===== src/rtl/fifo_pkg.sv =====
// Shared constants and helpers for the single-clock FIFO family.
package fifo_pkg;

  localparam int unsigned DEF_DATAWIDTH = 8;
  localparam int unsigned DEF_DEPTH     = 16;

  // Read-mode encodings for the SHOWAHEAD parameter
  localparam int unsigned REG_READ = 0;
  localparam int unsigned FWFT     = 1;

  // Ceiling log2 with a fixed loop bound so it elaborates as a constant
  function automatic int unsigned clog2(input int unsigned value);
    int unsigned r;
    r = 0;
    for (int i = 0; i < 32; i++) begin
      if ((64'd1 << i) < 64'(value)) r = unsigned'(i + 1);
    end
    return r;
  endfunction

endpackage


===== src/rtl/fifo_ptr_wrap.sv =====
// Pointer counter that wraps from DEPTH-1 to 0, for any DEPTH.
module fifo_ptr_wrap
  import fifo_pkg::*;
#(
  parameter  int unsigned DEPTH = DEF_DEPTH,
  localparam int unsigned AW    = clog2(DEPTH)
) (
  input  logic          clk,
  input  logic          rst,
  input  logic          inc,
  input  logic          clr,
  output logic [AW-1:0] ptr
);

  logic [AW-1:0] ptr_q, ptr_d;

  // clr has priority so a flush always lands the pointer at 0
  always_comb begin
    ptr_d = ptr_q;
    if (clr) begin
      ptr_d = '0;
    end else if (inc) begin
      ptr_d = (ptr_q == AW'(DEPTH - 1)) ? '0 : ptr_q + AW'(1);
    end
  end

  always_ff @(posedge clk or posedge rst) begin
    if (rst) ptr_q <= '0;
    else     ptr_q <= ptr_d;
  end

  assign ptr = ptr_q;

endmodule


===== src/rtl/sync_fifo_flags.sv =====
// Single-clock FIFO with occupancy count, almost flags, sticky errors,
// synchronous flush and registered or first-word-fall-through read.
module sync_fifo_flags
  import fifo_pkg::*;
#(
  parameter  int unsigned DATAWIDTH     = DEF_DATAWIDTH,
  parameter  int unsigned DEPTH         = DEF_DEPTH,
  parameter  int unsigned AFULL_THRESH  = DEPTH - 2,
  parameter  int unsigned AEMPTY_THRESH = 2,
  parameter  int unsigned SHOWAHEAD     = REG_READ,
  localparam int unsigned AW            = clog2(DEPTH),
  localparam int unsigned CW            = clog2(DEPTH + 1)
) (
  input  logic                 clk,
  input  logic                 rst,
  input  logic                 w_en,
  input  logic [DATAWIDTH-1:0] datain,
  input  logic                 r_en,
  output logic [DATAWIDTH-1:0] dataout,
  output logic                 rvalid,
  input  logic                 flush,
  input  logic                 clr_err,
  output logic                 full,
  output logic                 empty,
  output logic                 almost_full,
  output logic                 almost_empty,
  output logic [CW-1:0]        count,
  output logic                 overflow,
  output logic                 underflow
);

  logic [AW-1:0]        wptr, rptr;
  logic                 wr_ok, rd_ok;
  logic [CW-1:0]        count_q, count_d;
  logic                 full_q, full_d, empty_q, empty_d;
  logic                 afull_q, afull_d, aempty_q, aempty_d;
  logic                 ovf_q, ovf_d, unf_q, unf_d;
  logic                 rvalid_q, rvalid_d;
  logic [DATAWIDTH-1:0] dout_q, dout_d;
  logic [DATAWIDTH-1:0] mem_q [DEPTH];

  fifo_ptr_wrap #(.DEPTH(DEPTH)) u_wptr (
    .clk (clk),
    .rst (rst),
    .inc (wr_ok),
    .clr (flush),
    .ptr (wptr)
  );

  fifo_ptr_wrap #(.DEPTH(DEPTH)) u_rptr (
    .clk (clk),
    .rst (rst),
    .inc (rd_ok),
    .clr (flush),
    .ptr (rptr)
  );

  // Accepts use last edge's flags; flags are derived from next count
  always_comb begin
    wr_ok   = w_en & ~full_q & ~flush;
    rd_ok   = r_en & ~empty_q & ~flush;
    count_d = count_q;
    if (flush) begin
      count_d = '0;
    end else if (wr_ok && !rd_ok) begin
      count_d = count_q + CW'(1);
    end else if (rd_ok && !wr_ok) begin
      count_d = count_q - CW'(1);
    end
    full_d   = (count_d == CW'(DEPTH));
    empty_d  = (count_d == '0);
    afull_d  = (count_d >= CW'(AFULL_THRESH));
    aempty_d = (count_d <= CW'(AEMPTY_THRESH));

    // Errors hold across a flush; a new error wins over clr_err
    ovf_d = ovf_q;
    unf_d = unf_q;
    if (!flush) begin
      if (w_en && full_q)  ovf_d = 1'b1;
      else if (clr_err)    ovf_d = 1'b0;
      if (r_en && empty_q) unf_d = 1'b1;
      else if (clr_err)    unf_d = 1'b0;
    end

    rvalid_d = rd_ok && (SHOWAHEAD == REG_READ);
    dout_d   = dout_q;
    if (rd_ok) dout_d = mem_q[rptr];
  end

  always_ff @(posedge clk or posedge rst) begin
    if (rst) begin
      count_q  <= '0;
      full_q   <= 1'b0;
      empty_q  <= 1'b1;
      afull_q  <= 1'b0;
      aempty_q <= 1'b1;
      ovf_q    <= 1'b0;
      unf_q    <= 1'b0;
      rvalid_q <= 1'b0;
      dout_q   <= '0;
    end else begin
      count_q  <= count_d;
      full_q   <= full_d;
      empty_q  <= empty_d;
      afull_q  <= afull_d;
      aempty_q <= aempty_d;
      ovf_q    <= ovf_d;
      unf_q    <= unf_d;
      rvalid_q <= rvalid_d;
      dout_q   <= dout_d;
    end
  end

  // Storage carries no reset; contents are meaningless until written
  always_ff @(posedge clk) begin
    if (wr_ok) mem_q[wptr] <= datain;
  end

  // Showahead output is masked while empty so reset drives zero
  assign dataout      = (SHOWAHEAD == FWFT) ? (empty_q ? '0 : mem_q[rptr]) : dout_q;
  assign rvalid       = rvalid_q;
  assign full         = full_q;
  assign empty        = empty_q;
  assign almost_full  = afull_q;
  assign almost_empty = aempty_q;
  assign count        = count_q;
  assign overflow     = ovf_q;
  assign underflow    = unf_q;

endmodule

===== config.mk =====
export PLATFORM = sky130hd
export DESIGN_NAME = sync_fifo_flags
export DESIGN_NICKNAME = d
export VERILOG_FILES = /design/src/rtl/fifo_pkg.sv /design/src/rtl/fifo_ptr_wrap.sv /design/src/rtl/sync_fifo_flags.sv
export SDC_FILE = /design/constraint.sdc
export NUM_CORES = 1
export LEC_CHECK = 0
export ABC_AREA = 1
export CORE_ASPECT_RATIO = 1.2
export CORE_UTILIZATION = 40
export DETAILED_ROUTE_END_ITERATION = 16
export MAX_ROUTING_LAYER = met4
export PLACE_DENSITY = 0.54
export SKIP_LAST_GASP = 1
export SYNTH_ARGS = -nofsm -noshare
export SYNTH_HDL_FRONTEND = slang
export SYNTH_SLANG_ARGS = --single-unit
export TNS_END_PERCENT = 1

===== constraint.sdc =====
create_clock -name clk -period 4.5 [get_ports clk]
set_input_delay 0.9 -clock clk [delete_from_list [all_inputs] [get_ports clk]]
set_output_delay 0.9 -clock clk [all_outputs]
set_load 0.005 [all_outputs]

==> reports/metrics.yaml, run 1 <==
run_status:
  outcome: "complete, no violations"
finish:
  drive_gt1_frac: 0.115
  synthToLayoutAreaGrowth_pct: 18.3
  post_layout_nonfiller_instances: 856
  finalNetCount: 652
  nFillCells: 1506
  antennaDiodeCount: 0
setup_path:
  critPathMaxStageDelay_ps: 860
  cpLargestDelayFamily: "simple AND/OR/NAND/NOR gates"
  cpMaxStageDelayCell: "nor3_1"
  critical_path_class: "input port to flop"
  critPathMaxFanout: 10
  crit_chain: "clkdlybuf4s50_1 -> nand2_2 -> nor2_1 -> inv_2 -> nor3_1"
  crit_arrival_ps: 2830
  worst-path-buf-inv: 2
  worstSetupEndpointType: "flop"
  crit_required_ps: 4530
  start_kind: "input port"
sta:
  finalSetupViolations: 0
  max_slew_margin: 0.263
  max_freq_mhz: 357
  skew_ps: 11.1
  worstMarginPinSlew_ps: 1100
  hold_viol_final: 0
  tns_ps: 0
  finalCritPeriodShare: 0.623
  finalCriticalPeriod_ps: 2800
  drv_slew: 0
  rsz0062_at_grt: "false"
route:
  drt-initial-drc-count: 424
  routed_wl_um: 16500
  vias_per_cell: 5.34
  drtPass1Iterations: 5
  antenna_left: 0
  post-route-drc-count: 0
  routedWlPerCell_um: 19.3
  vias: 4571
place:
  io_buffers: 33
  hpwl_um: 10800
  place.gp.congestion: 0.906
  dp_cells: 824
synth:
  postSynthAreaPerCell_sq_um: 11.2
  seq_area_frac_synth: 0.687
  ys_ff_latch: 156
  yosysMostFrequentCell: "nand2_1"
  synth_edf_count: 128
  synth_commonest_cells: "144 x nand2_1, 128 x edfxtp_1, 61 x nor2_1"
  synth.area.top_cells: "edfxtp_1 58%, dfrtp_1 9.8%, nand2_1 8.2%"
  async_reset_ff_frac: 0.179
  synth_cell_types: 33
  syn-instance-count: 592
  synth_fp_nets: 613
  yosysWarnings: 0
  yosysTopAreaCellShare: 0.581
  syn-cell-area_sq_mm: 0.00662
  synth_top_cell_by_area: "edfxtp_1"
  synthFlopType: "edfxtp_1"
clock_network:
  cts.htree.levels: 4
  cts_sinks: 156
  clk_path_buf_depth: 2
  postCtsHoldBufs: 0
  cts_made_buffers: 17
  cts_tree: "yes"
  path_clk_slew_ps: 60
  post_cts_buffers: 0
  worst_skew_pair.late_latency_ps: 420
  ctsResizeCount: 0
  clock-root-buffer: "clkbuf_16"
global_routing:
  grt_usage: 0.214
  antenna_found_initial: 0
  grt_overflow: 0
  grt_max_degree: 67
  grt_pass1_vias: 4689
  grt_pass1_wl_um: 25900
hold_path:
  min_path_type: "flop to flop"
flow_run:
  max_cap_violations: 0
pwr:
  power.leakage_nw: 2.93
  peakVddDrop_mv: 0.275
  power.total_mw: 4.10
  power_density_mw_per_mm2: 524
die:
  core.rowCount: 51
  dieArea_sq_mm: 0.0171
  initial_core_util: 0.408
  fp.coreArea_sq_mm: 0.0162
  die_h_um: 143
  fp.dieW_um: 119
  boundaryPins: 34
flip-flops by register name, indices dropped and copies added, names as in the netlist, 4 cells and up:
name / cells
u_wptr.ptr: 4
count: 5
dataout: 8
u_rptr.ptr: 4
mem_q: 128
layer usage:
layer | vias up | part of all wire | GRT usage | wire length (um)
li1 | 2149 | - | - | -
met1 | 2237 | 0.42 | 0.248 | 6880
met2 | 142 | 0.51 | 0.354 | 8400
met3 | 43 | 0.038 | 0.0399 | 625
met4 | 0 | 0.036 | 0.116 | 599
met5 | - | 0 | - | 0
tightest hold or removal path, stage by stage (launching register included):
cell	delay [ps]
dfrtp_1	340
nand2_1	60
nand3_1	70
worst paths after layout:
path	endpoint	slack, ps	cells after the start	from
worst max-delay path	mem_q[2][5]	1700	5	w_en
worst min-delay path	dataout[3]	500	2	dataout[3]
worst max register to register	mem_q[2][5]	2220	5	full
worst min register to register	dataout[3]	500	2	dataout[3]
max in group asynchronous	almost_empty	3340	3	rst
min in group asynchronous	dataout[3]	850	3	rst
through the flow:
stage	hold slack [ps]	instance area, sq um	worst slack [ps]	utilization
CTS	504	7830	1730	0.483
detailed placement	489	7180	1290	0.443
global placement	500	7180	1420	0.443
floorplan	489	6620	2260	-
global route	537	7830	1570	0.483
finish	499	7830	1700	0.483
layout make-up:
class / count / area [sq um] / share of cell area
multi-input cells: 377 / 1820 / 0.232
inverters: 33 / 124 / 0.0158
flip-flops and latches: 156 / 4550 / 0.581
clock buffers: 19 / 433 / 0.0553
repair buffers: 46 / 428 / 0.0547
well taps: 212 / 265 / 0.0339
clock inverters: 13 / 215 / 0.0275
where the power goes:
group	switching, mW	leakage, nW	internal [mW]	total, mW
clock network	0.572	0.300	0.989	1.56
logic	0.536	1.12	0.305	0.842
registers	0.0536	1.51	1.65	1.70
placed cells by master, fill, tap and decap left out, types with 2 or more instances in the layout:
cell / Yosys / routed
o22ai_1: 27 / 27
clkdlybuf4s50_1: 0 / 33
bufinv_16: 0 / 5
a21oi_1: 4 / 4
ha_1: 7 / 7
nand2_1: 144 / 144
nand4_1: 3 / 3
a31oi_1: 2 / 2
nand3_1: 41 / 41
dfrtp_1: 26 / 25
edfxtp_1: 128 / 128
nand3_4: 2 / 2
clkbuf_16: 0 / 17
dfstp_2: 2 / 2
inv_1: 18 / 18
o21ai_0: 55 / 55
nor2_1: 61 / 61
nor3_1: 12 / 12
nor2_4: 3 / 3
a2bb2oi_1: 2 / 2
nor3_2: 2 / 2
buf_4: 6 / 13
clkinvlp_4: 0 / 4
nor2_2: 3 / 3
inv_2: 14 / 14
inv_6: 0 / 2
o31ai_1: 2 / 2
clkinv_4: 0 / 2
clkbuf_1: 9 / 2
cells by family after synthesis:
| group | share of synthesized area |
|---|---|
| AOI/OAI and AO/OA | 0.0803 |
| xor gates and xnor gates | 0.00265 |
| adders and majority gates | 0.0132 |
| buffers and inverters | 0.0387 |
| DFF | 0.687 |
| and+or+nand+nor | 0.178 |
Note: power is estimated with default switching activity, not from simulation.
==> run 2: changes to the inputs <==
==> constraint.sdc (replaced) <==
create_clock -name clk -period 2.8 [get_ports clk]
set_input_delay 0.56 -clock clk [delete_from_list [all_inputs] [get_ports clk]]
set_output_delay 0.56 -clock clk [all_outputs]
set_load 0.005 [all_outputs]
==> run 2 against run 1 <==
Against the previous run: design area is 0.82% higher; sequential power is 61% higher; non-clock buffer count is 18 higher; core utilization is 0.39 points higher; count of clock-buffer cells in the layout is 2 lower; sequential share of layout area is 0.47 points lower; first-iteration DRC count is 0.71% higher; register-to-register slack worse by 1400 ps; critical path depth is 4 lower; worst setup slack worse by 990 ps; critical path type is now flop to primary output; largest cell class unchanged.
==> reports/metrics.yaml, run 2 (synthesis results as in run 1) <==
setup_path:
  crit_required_ps: 2240  # was 4530 ps
  ff2ff_path_depth: 7  # was 5
  critPathMaxFanout: 10  # unchanged
  worst-path-buf-inv: 1  # was 2
  crit_chain: "clkdlybuf4s50_1"  # was clkdlybuf4s50_1 -> nand2_2 -> nor2_1 -> inv_2 -> nor3_1
  crit_arrival_ps: 1530  # was 2830 ps
  critical_path_depth: 1  # was 5
  cpMaxStageDelayCell: "clkdlybuf4s50_1"  # was nor3_1
  worstSetupEndpointType: "primary output"  # was flop
  critical_path_class: "flop to primary output"  # was input port to flop
  critPathMaxStageDelay_ps: 570  # was 860 ps
  cpLargestDelayFamily: "buffers and inverters"  # was simple AND/OR/NAND/NOR gates
  start_kind: "flop"  # was input port
route:
  drt-initial-drc-count: 427  # was 424
  antenna_left: 0  # unchanged
  routed_wl_um: 16400  # was 16500 um
  vias_per_cell: 5.24  # was 5.34
  post-route-drc-count: 0  # unchanged
  vias: 4581  # was 4571
  routedWlPerCell_um: 18.7  # was 19.3 um
  drtPass1Iterations: 5  # unchanged
global_routing:
  grt_usage: 0.212  # was 0.214
  grt_pass1_wl_um: 25600  # was 25900 um
  antenna_found_initial: 0  # unchanged
  grt_max_degree: 67  # unchanged
  grt_overflow: 0  # unchanged
  grt_pass1_vias: 4512  # was 4689
clock_network:
  cts_sinks: 156  # unchanged
  worst_skew_pair.late_latency_ps: 420  # about the same
  postCtsHoldBufs: 0  # unchanged
  post_cts_buffers: 0  # unchanged
  path_clk_slew_ps: 60  # about the same
  cts_tree: "yes"  # unchanged
  cts.htree.levels: 4  # unchanged
  clk_path_buf_depth: 2  # unchanged
  ctsResizeCount: 0  # unchanged
  clock-root-buffer: "clkbuf_16"  # unchanged
  cts_made_buffers: 17  # unchanged
sta:
  finalCriticalPeriod_ps: 2090
  drv_slew: 0  # unchanged
  worstMarginPinSlew_ps: 799  # was 1100 ps
  finalCritPeriodShare: 0.746
  rsz0062_at_grt: "false"  # unchanged
  skew_ps: 8.48  # was 11.1 ps
  max_freq_mhz: 479
  tns_ps: 0  # unchanged
  finalSetupViolations: 0  # unchanged
  hold_viol_final: 0  # unchanged
  max_slew_margin: 0.467  # was 0.263
  fin_ws_ps: 711  # was 1700 ps
die:
  boundaryPins: 34  # unchanged
  die_h_um: 143  # unchanged
  fp.dieW_um: 119  # unchanged
  dieArea_sq_mm: 0.0171  # unchanged
  fp.coreArea_sq_mm: 0.0162  # unchanged
  initial_core_util: 0.408  # unchanged
  core.rowCount: 51  # unchanged
finish:
  fin_area_sq_mm: 0.00789  # was 0.00783 sq mm
  antennaDiodeCount: 0  # unchanged
  synthToLayoutAreaGrowth_pct: 19.2  # was 18.3%
  drive_gt1_frac: 0.142  # was 0.115
  registers.top_by_ff_count: "mem_q"  # unchanged
  layout_commonest_cell: "nand2_1"  # unchanged
  layout_common_cells: "144 x nand2_1, 128 x edfxtp_1, 61 x nor2_1"  # unchanged
  finalNetCount: 670  # was 652
  post_layout_nonfiller_instances: 874  # was 856
  largest_register_ffs: 128  # unchanged
  nFillCells: 1483  # was 1506
pwr:
  power_density_mw_per_mm2: 801  # was 524 mW/mm^2
  power.total_mw: 6.32  # was 4.10 mW
  peakVddDrop_mv: 0.446  # was 0.275 mV
  power.leakage_nw: 3.00  # was 2.93 nW
place:
  place.gp.congestion: 0.863  # was 0.906
  hpwl_um: 10900  # was 10800 um
  dpl_cell_area_sq_mm: 0.00733  # was 0.00718 sq mm
  io_buffers: 33  # unchanged
  dp_worst_setup_slack_ps: 432  # was 1290 ps
  dp_cells: 842  # was 824
hold_path:
  min_path_type: "flop to flop"  # unchanged
  hold-path-cell-count: 2  # unchanged
run_status:
  outcome: "complete, no violations"  # unchanged
flow_run:
  max_cap_violations: 0  # unchanged
[run 2: cell types whose count changed in the layout (fill, tap and decap cells not counted)]
cell        previous run  this run
clkinv_2               0         4
inv_8                  0         1
inv_6                  2         5
clkinvlp_4             4         1
bufinv_16              5         1
buf_12                 0         1
clkbuf_1               2         0
clkinv_4               2         3
buf_4                 13        30
[run 2: final cells by class]
class,instances,area [sq um],area share
sequential,156,4550,0.576
tap,212,265,0.0336
clock inverter,15,139,0.0176
timing repair buffer,64,576,0.0729
inverter,33,124,0.0157
clock buffer,17,425,0.0539
multi-input combinational,377,1820,0.230
[run 2: routing by layer]
metal	vias to the layer above	GRT usage	routed length, um
met3	21	0.0459	832
met2	145	0.347	8260
met4	0	0.0829	384
li1	2182	-	-
met5	-	-	0
met1	2233	0.256	6870
[run 2: through the flow]
stage | hold WS (ps) | util
floorplan | 489 | -
finish | 500 | 0.487
global placement | 496 | 0.452
global route | 517 | 0.487
CTS | 503 | 0.487
detailed placement | 486 | 0.452
[run 2: final timing paths]
path	startpoint	endpoint	slack, ps
max	count[2]	count[2]	710
min	dataout[7]	dataout[7]	500
max reg2reg	u_rptr.ptr[0]	dataout[3]	850
min reg2reg	dataout[7]	dataout[7]	500
max in group asynchronous	rst	u_wptr.ptr[3]	1620
min in group asynchronous	rst	dataout[1]	600
[run 2: power by group]
part	total, mW	switching, mW	internal (mW)
clock network	2.19	0.949	1.24
registers	2.73	0.0872	2.64
logic	1.41	0.888	0.519
total	6.32	1.92	4.40
